**src/rtl/mul_exec_unit.sv**
```systemverilog
// Pipelined integer multiplier for the execute stage: MUL/MULH/MULHSU/MULHU, one op per cycle,
// with branch-mask tracking, squash, mask-bit clears and CDB back-pressure.
module mul_exec_unit #(
  parameter int XLEN    = 32,
  parameter int PREG_W  = 6,
  parameter int BMASK_W = 4,
  parameter int CLR_N   = 2,
  parameter int STAGES  = 4
) (
  input  logic                                  clock,
  input  logic                                  reset,
  input  logic                                  in_valid,
  input  logic [1:0]                            in_func,
  input  logic [XLEN-1:0]                       in_rs1,
  input  logic [XLEN-1:0]                       in_rs2,
  input  logic [PREG_W-1:0]                     in_dest,
  input  logic [BMASK_W-1:0]                    in_b_mask,
  input  logic                                  clean_brat_en,
  input  logic [$clog2(BMASK_W)-1:0]            clean_brat_num,
  input  logic [CLR_N-1:0]                      clean_bit_brat_en,
  input  logic [CLR_N*$clog2(BMASK_W)-1:0]      clean_bit_num_brat_ex,
  input  logic                                  cdb_grant,
  output logic                                  mul_busy,
  output logic                                  out_valid,
  output logic [XLEN-1:0]                       out_result,
  output logic [PREG_W-1:0]                     out_dest,
  output logic [BMASK_W-1:0]                    out_b_mask
);

  localparam int BN_W = $clog2(BMASK_W);
  localparam int C    = XLEN / STAGES;
  localparam int L    = STAGES - 1;
  localparam int PW   = 2 * XLEN;

  localparam logic [1:0] F_MUL    = 2'd0;
  localparam logic [1:0] F_MULH   = 2'd1;
  localparam logic [1:0] F_MULHSU = 2'd2;

  logic              r_valid  [STAGES];
  logic [1:0]        r_func   [STAGES];
  logic [PREG_W-1:0] r_dest   [STAGES];
  logic [BMASK_W-1:0] r_mask  [STAGES];
  logic [PW-1:0]     r_sum    [STAGES];
  // Multiplicand/multiplier are not needed once the last chunk has been summed.
  logic [PW-1:0]     r_mcand  [STAGES-1];
  logic [XLEN-1:0]   r_mplier [STAGES-1];

  logic              w_rs1_signed;
  logic [PW-1:0]     w_mcand0;
  logic              w_stall;

  function automatic logic [BMASK_W-1:0] f_clear(input logic [BMASK_W-1:0] m);
    logic [BMASK_W-1:0] res;
    res = m;
    for (int unsigned i = 0; i < CLR_N; i++) begin
      if (clean_bit_brat_en[i]) res[clean_bit_num_brat_ex[i*BN_W +: BN_W]] = 1'b0;
    end
    return res;
  endfunction

  function automatic logic f_kill(input logic [BMASK_W-1:0] m);
    return clean_brat_en && m[clean_brat_num];
  endfunction

  // A signed multiplier's top bit weighs -2^(XLEN-1), so its partial product is subtracted.
  function automatic logic [PW-1:0] f_pp(input logic [PW-1:0] mc, input logic [C-1:0] bits,
                                         input logic neg_top);
    logic [PW-1:0] acc;
    acc = '0;
    for (int unsigned j = 0; j < C; j++) begin
      if (bits[j]) begin
        if (neg_top && (j == C - 1)) acc = acc - (mc << j);
        else                         acc = acc + (mc << j);
      end
    end
    return acc;
  endfunction

  assign w_rs1_signed = (in_func == F_MULH) || (in_func == F_MULHSU);
  assign w_mcand0     = {{XLEN{w_rs1_signed & in_rs1[XLEN-1]}}, in_rs1};

  assign out_valid  = r_valid[L] && !f_kill(r_mask[L]);
  assign w_stall    = out_valid && !cdb_grant;
  assign mul_busy   = w_stall;
  assign out_result = (r_func[L] == F_MUL) ? r_sum[L][XLEN-1:0] : r_sum[L][PW-1:XLEN];
  assign out_dest   = r_dest[L];
  assign out_b_mask = f_clear(r_mask[L]);

  always_ff @(posedge clock or negedge reset) begin
    if (!reset) begin
      for (int unsigned k = 0; k < STAGES; k++) begin
        r_valid[k] <= 1'b0;
        r_func[k]  <= '0;
        r_dest[k]  <= '0;
        r_mask[k]  <= '0;
        r_sum[k]   <= '0;
      end
      for (int unsigned k = 0; k < STAGES - 1; k++) begin
        r_mcand[k]  <= '0;
        r_mplier[k] <= '0;
      end
    end else if (w_stall) begin
      for (int unsigned k = 0; k < STAGES; k++) begin
        r_valid[k] <= r_valid[k] && !f_kill(r_mask[k]);
        r_mask[k]  <= f_clear(r_mask[k]);
      end
    end else begin
      r_valid[0] <= in_valid && !f_kill(in_b_mask);
      r_func[0]  <= in_func;
      r_dest[0]  <= in_dest;
      r_mask[0]  <= f_clear(in_b_mask);
      r_sum[0]   <= f_pp(w_mcand0, in_rs2[C-1:0], (in_func == F_MULH) && (L == 0));
      if (STAGES > 1) begin
        r_mcand[0]  <= w_mcand0 << C;
        r_mplier[0] <= in_rs2 >> C;
      end
      for (int unsigned k = 1; k < STAGES; k++) begin
        r_valid[k] <= r_valid[k-1] && !f_kill(r_mask[k-1]);
        r_func[k]  <= r_func[k-1];
        r_dest[k]  <= r_dest[k-1];
        r_mask[k]  <= f_clear(r_mask[k-1]);
        r_sum[k]   <= r_sum[k-1] + f_pp(r_mcand[k-1], r_mplier[k-1][C-1:0],
                                        (r_func[k-1] == F_MULH) && (k == L));
      end
      for (int unsigned k = 1; k < STAGES - 1; k++) begin
        r_mcand[k]  <= r_mcand[k-1] << C;
        r_mplier[k] <= r_mplier[k-1] >> C;
      end
    end
  end

endmodule

```
**config.mk**
```make
export PLATFORM = sky130hd
export DESIGN_NAME = mul_exec_unit
export DESIGN_NICKNAME = d
export VERILOG_FILES = /design/src/rtl/mul_exec_unit.sv
export SDC_FILE = /design/constraint.sdc
export NUM_CORES = 2
export LEC_CHECK = 0
export CAP_MARGIN = 10
export CORE_MARGIN = 2
export CORE_UTILIZATION = 45
export CTS_BUF_LIST = sky130_fd_sc_hd__clkbuf_2
export CTS_CLUSTER_SIZE = 10
export DETAILED_ROUTE_END_ITERATION = 10
export HOLD_SLACK_MARGIN = 0.15
export SLEW_MARGIN = 30
export SYNTH_ARGS = -nofsm -noshare
export SYNTH_HDL_FRONTEND = slang
export SYNTH_SLANG_ARGS = --single-unit
```
**constraint.sdc**
```tcl
create_clock -name clock -period 20.3 [get_ports clock]
set_input_delay 2.03 -clock clock [delete_from_list [all_inputs] [get_ports clock]]
set_output_delay 2.03 -clock clock [all_outputs]
set_load 0.02 [all_outputs]
```
Word level (Yosys, flattened, before mapping) --
Index checks and enable logic that the tools add are counted.
Storage, ports and cells: flip-flop bits (word level) 455, word-level logic and storage cells 207, input bits 89, output and inout port bits 44
Cells by class: reductions and logical operators 21, mux-type cells 103, equal/unequal tests 3, $add $sub $neg 32, bitwise logic cells 17, $lt $le $gt $ge 5
Operators with widths (count):
- 64-bit 2-to-1 mux | 64
- 64-bit adder | 31
- 4-bit 2-to-1 mux | 23
- 64-bit subtractor | 1
- 4-bit AND | 14
- 32-bit 2-to-1 mux | 1
- 16-bit 2-to-1 mux | 1
- 1-bit logical AND | 13
- 1-bit binary-select mux with 2-bit select | 5
- 2-bit by 3-bit < comparator with 1-bit output, second input constant | 3
- 4-bit NOT | 2
- 1-bit 2-to-1 mux | 7
- 1-bit zero test | 6
- 1-bit demux with 2-bit select | 2
- 2-bit by 1-bit equality test with 1-bit output, second input constant | 2
- 2-bit by 1-bit greater-or-equal comparator with 1-bit output, second input constant | 2
- 2-bit equality test, second input constant | 1
- 2-bit zero test | 1
- 1-bit AND | 1
- 1-bit logical OR | 1

Logic depth before layout (Yosys ltp) --
depth after elaboration 30, mapped depth 97, depth with buffers taken out 93

Worst setup path after synthesis --
Ideal clock, no wire load.
path kind input to register, from input in_func[1], to register r_sum[255] (netlist name), buffers on the path 3, arrival 17.753 ns, library setup time 0.135 ns, slack 2.412 ns, cell stages on the path 72, data required time 20.165 ns, cells stage by stage xor2_1 nand2_1 clkinv_1 nand4_1 nor2_1 a2111oi_0 o221a_2 inv_1 a21oi_1 ha_1 clkbuf_1 a21o_1 a21o_1 a21oi_1 xor2_1 o21ai_0 ha_1 clkbuf_1 [... 36 more ...] a21oi_1 xor2_1 nand2_1 o21ai_0 inv_1 ha_1 a21o_1 a21o_1 a21oi_1 o31ai_1 nor2_1 o21bai_1 o31ai_1 a21oi_1 xnor2_1 a21oi_1 xor2_1 o21ai_0
Between the ends: longest elaborated chain between the ends 25, elaborated cells between the ends (all ways) 26, those cells by class add/sub: 7; eq/ne: 2; mux: 15; bitwise: 1; reduce/logical: 1
RTL lines:
- start: declaration | RTL line 13 | input logic [1:0] in_func,
- 2-bit by 1-bit equality test with 1-bit output / 2-bit equality test (equally long branches)
- 1-bit logical OR (*) | RTL line 79 | assign w_rs1_signed = (in_func == F_MULH) || (in_func == F_MULHSU);
- 1-bit AND (*) | RTL line 80 | assign w_mcand0 = {{XLEN{w_rs1_signed & in_rs1[XLEN-1]}}, in_rs1};
- net w_mcand0[32] | RTL line 49 | logic [PW-1:0] w_mcand0;
- 64-bit 2-to-1 mux | RTL line 71 | if (bits[j]) begin
- 64-bit 2-to-1 mux | RTL line 102 | end else if (w_stall) begin
- 64-bit adder | RTL line 73 | else acc = acc + (mc << j);
- 64-bit 2-to-1 mux | RTL line 71
- [... 10 more ...]
- 64-bit adder | RTL line 73
- 64-bit 2-to-1 mux | RTL line 71
- 64-bit 2-to-1 mux | RTL line 102
- 64-bit adder | RTL line 73
- 64-bit 2-to-1 mux | RTL line 71
- 64-bit 2-to-1 mux | RTL line 102
- 64-bit adder | RTL line 73
- 64-bit 2-to-1 mux (*) | RTL line 71
- end signal: indexed assignment | RTL line 122 | r_sum[k] <= r_sum[k-1] + f_pp(r_mcand[k-1], r_mplier[k-1][C-1:0],
- end: declaration | RTL line 43 | logic [PW-1:0] r_sum [STAGES];
Mark *: on every way through the listed nets, which the timed path passes. The rest lies on a longest branch. The select of a mux whose other input is x is not followed. A chain may end at the register's enable or synchronous reset.

Final worst setup path --
from register r_mcand[137] (netlist name), to register r_sum[191] (netlist name)
Between the ends: longest elaborated chain between the ends 24
RTL lines:
- start: declaration | RTL line 45 | logic [PW-1:0] r_mcand [STAGES-1];
- start signal: indexed assignment | RTL line 126 | r_mcand[k] <= r_mcand[k-1] << C;
- 64-bit 2-to-1 mux | RTL line 71
- 64-bit 2-to-1 mux | RTL line 102
- 64-bit adder | RTL line 73
- 64-bit 2-to-1 mux | RTL line 71
- 64-bit 2-to-1 mux | RTL line 102
- 64-bit adder | RTL line 73
- 64-bit 2-to-1 mux | RTL line 71
- 64-bit 2-to-1 mux | RTL line 102
- [... 8 more ...]
- 64-bit 2-to-1 mux | RTL line 102
- 64-bit adder | RTL line 73
- 64-bit 2-to-1 mux | RTL line 71
- 64-bit 2-to-1 mux | RTL line 102
- 64-bit adder | RTL line 73
- 64-bit 2-to-1 mux (*) | RTL line 71
- 64-bit 2-to-1 mux (*) | RTL line 102
- 64-bit adder (*) | RTL line 122
Mark *: on every way between the ends. The rest lies on a longest branch, timed or not. The select of a mux whose other input is x is not followed.

==> results.yml <==
worst_hold_path:
  holdCritPathClass: "reg2reg"
synth:
  ys_warn_count: 0
  synth_top_family_by_area: "compound AO/OA/AOI/OAI gates"
  synth_top_area_share_pct: 16.88
  ys.flop_type: "dfrtp_1"
  synth.avg_cell_area_um2: 7.229
  synth_xor_area_share_pct: 10.44
  synth_common_cells: "nand2_1 (1861), a21oi_1 (1539), ha_1 (1401), nor2_1 (1068), o21ai_0 (981)"
  synth_top_area_cell: "ha_1"
  synthSimpleGateAreaFrac_pct: 19.35
  syn-instance-count: 14363
  seq_area_frac_synth_pct: 10.97
  synthArstFlopShare_pct: 100.0
  synth_edf_count: 0
  yosysMostFrequentCell: "nand2_1"
  synthAdderAreaFrac_pct: 17.48
  ys_types: 96
  synth_compound_area_share_pct: 30.67
  synth.mux.area_fraction_pct: 6.799
  synth.area.top_cells: "ha_1 (17%), dfrtp_1 (11%), a21oi_1 (7.4%)"
  synth-seq-cells: 455
  synth_area_um2: 103800
  synth.net_count: 15884
worst_setup_path:
  r2r_slack_ns: 1.57
  critPathBufInv: 3
  path_common_cell: "a21oi_1"
  rr_worst_depth: 86
  crit_path_top_delay_cell: "dfrtp_1"
  worstSetupEndpoint: "r_sum[191]"
  worst-path-stages: 86
  critical-path-max-stage-delay_ns: 0.68
  cp-end-kind: "flip-flop"
  startpoint: "r_mcand[137]"
  cp_max_fo: 10
  r2r-start: "r_mcand[137]"
  critPathArrivalTime_ns: 20.15
  path_class: "reg2reg"
  crit_family: "compound AO/OA/AOI/OAI gates"
  crit_path_start_kind: "flip-flop"
  timing.rr.end: "r_sum[191]"
  required_ns: 21.73
detailed_routing:
  dr_wl_met3_um: 16980
  first_pass_iters: 6
  drcViolationCount: 0
  route.met2.wl_um: 157300
  avgRoutedWirePerCell_um: 20.20
  highest_layer: "met4"
  wl_met1_um: 163200
  vias: 104442
  wl_um: 351400
  drt-initial-drc-count: 7803
  vias_per_cell: 6.003
  antenna_left: 0
global_routing:
  grt_max_degree: 139
  first_global_vias: 97118
  grt_util_all_layers_pct: 28.77
  globalRouteOverflowTotal: 0
  grt_pass1_wl_um: 548800
  antenna_found_initial: 10
clock_tree:
  cts_tree: "done"
  max-clock-path-buffers: 3
  clock_sinks: 455
  numCtsBuffers: 142
  insertion_delay_ns: 1.57
  cts_root_buffer: "clkbuf_2"
  cts_max_level: 4
  clk_pin_slew_ns: 0.10
  hold_buffers: 0
place:
  dp_hpwl_um: 279600
  dpl.cell_count: 17133
  io_buffers: 132
  routabilityCongestion: 0.9609
  placed_area_um2: 108100
timing:
  slew_headroom_pct: 28.43
  finalClockSkew_ns: 0.2338
  hold_viol_final: 0
  slew_violations: 0
  fmax_mhz: 53.40
  min_period_over_period_pct: 92.25
  min_period_ns: 18.73
  worstMarginPinSlew_ns: 1.062
  finalSetupViolCount: 0
  holdWs_ns: 0.4610
floorplanning:
  core-area_um2: 229700
  io_pins: 133
  initial_utilization_pct: 45.21
  die-width_um: 484.4
  die_y_um: 484.4
  dieArea_um2: 234600
  row_count: 176
final_layout:
  fin_area_um2: 109600
  final_nets: 15774
  layout.cells.non_filler: 17399
  final_util_pct: 47.72
  syn2layout_area_growth_pct: 5.548
  layout-drive-gt1-share_pct: 7.687
run:
  cap_violations: 0
status:
  status: "finished, final reports clean"
==> worst min path at each step <==
| stage | cells past startpoint | endpoint | start |
|---|---|---|---|
| final | 2 | r_sum[7] | r_sum[71] |
| after global routing | 1 | r_mcand[46] | reset |
| after CTS | 1 | r_mcand[46] | reset |
| after detailed placement | 2 | r_sum[21] | r_sum[21] |
| after global placement | 2 | r_sum[12] | r_sum[12] |
| after floorplan | 2 | r_sum[0] | r_sum[0] |
==> final cells by class <==
class | instances | area [um^2]
diodes | 11 | 27.53
repair buffers | 296 | 2574
clock inverters | 56 | 372.9
inverters | 627 | 2370
flip-flops and latches | 455 | 11410
clock buffers | 197 | 985.9
multi-input cells | 12731 | 88060
fillers | 23827 | 120100
well taps | 3026 | 3786
==> state kept, by name, indices dropped and copies added (netlist names) <==
signal    cells
r_func        8
r_dest       18
r_mplier     48
r_mcand      99
r_mask       16
r_sum       256
r_valid       4
out_dest      6
==> kinds of logic after synthesis <==
group | after synthesis
AO/OA/AOI/OAI | 5002
XOR/XNOR | 1233
adder cells (fa/ha/maj) | 1432
buffers and inverters | 1177
flip-flops | 455
multiplexers | 634
AND/OR/NAND/NOR | 4430
==> cells in the final DEF, fill, tap and decap left out, types with 106 or more instances in the layout <==
cell,synthesis,routed
nor2b_1,170,170
a211oi_1,149,147
nand3_1,250,250
a21o_1,804,804
o21a_1,252,252
o21ai_0,981,981
clkdlybuf4s50_1,0,125
and3_1,106,106
nor2_1,1068,1063
o21bai_1,244,244
xnor2_1,773,773
clkbuf_2,1,197
mux2_2,520,520
a21oi_1,1539,1539
nand2b_1,185,184
and2_1,149,149
xor2_1,457,456
nand2_1,1861,1861
buf_4,7,160
ha_1,1401,1401
nand4_1,162,162
dfrtp_1,455,436
inv_1,617,616
a31oi_1,182,182
nor3_1,179,178
mux2i_1,109,107
==> metal layers <==
layer  global-route usage, %  vias up
met5                       0        -
met4                   10.59        0
met3                   2.443      529
met2                   47.09     2724
met1                   39.25    48842
li1                        -    52347
==> through the flow <==
step / setup slack [ns] / setup TNS (ns)
floorplan: 2.412 / 0
global placement: 0.5712 / 0
detailed placement: 0.4992 / 0
CTS: 1.064 / 0
global route: -0.003293 / -0.003293
finish: 1.574 / 0
==> what timing repair did <==
action / CTS / global route
resized for setup: 0 / 4
setup endpoints to repair: 0 / 5
setup buffers: 0 / 2
==> worst min-delay path, cell delays in order (launching register included) <==
cell and delay (ns):
dfrtp_1 0.35, nand2_1 0.05, nand2_1 0.05
Power is left out: the tool's default activity adds up to more than one toggle a clock period on the data nets, which glitch-free logic cannot reach.
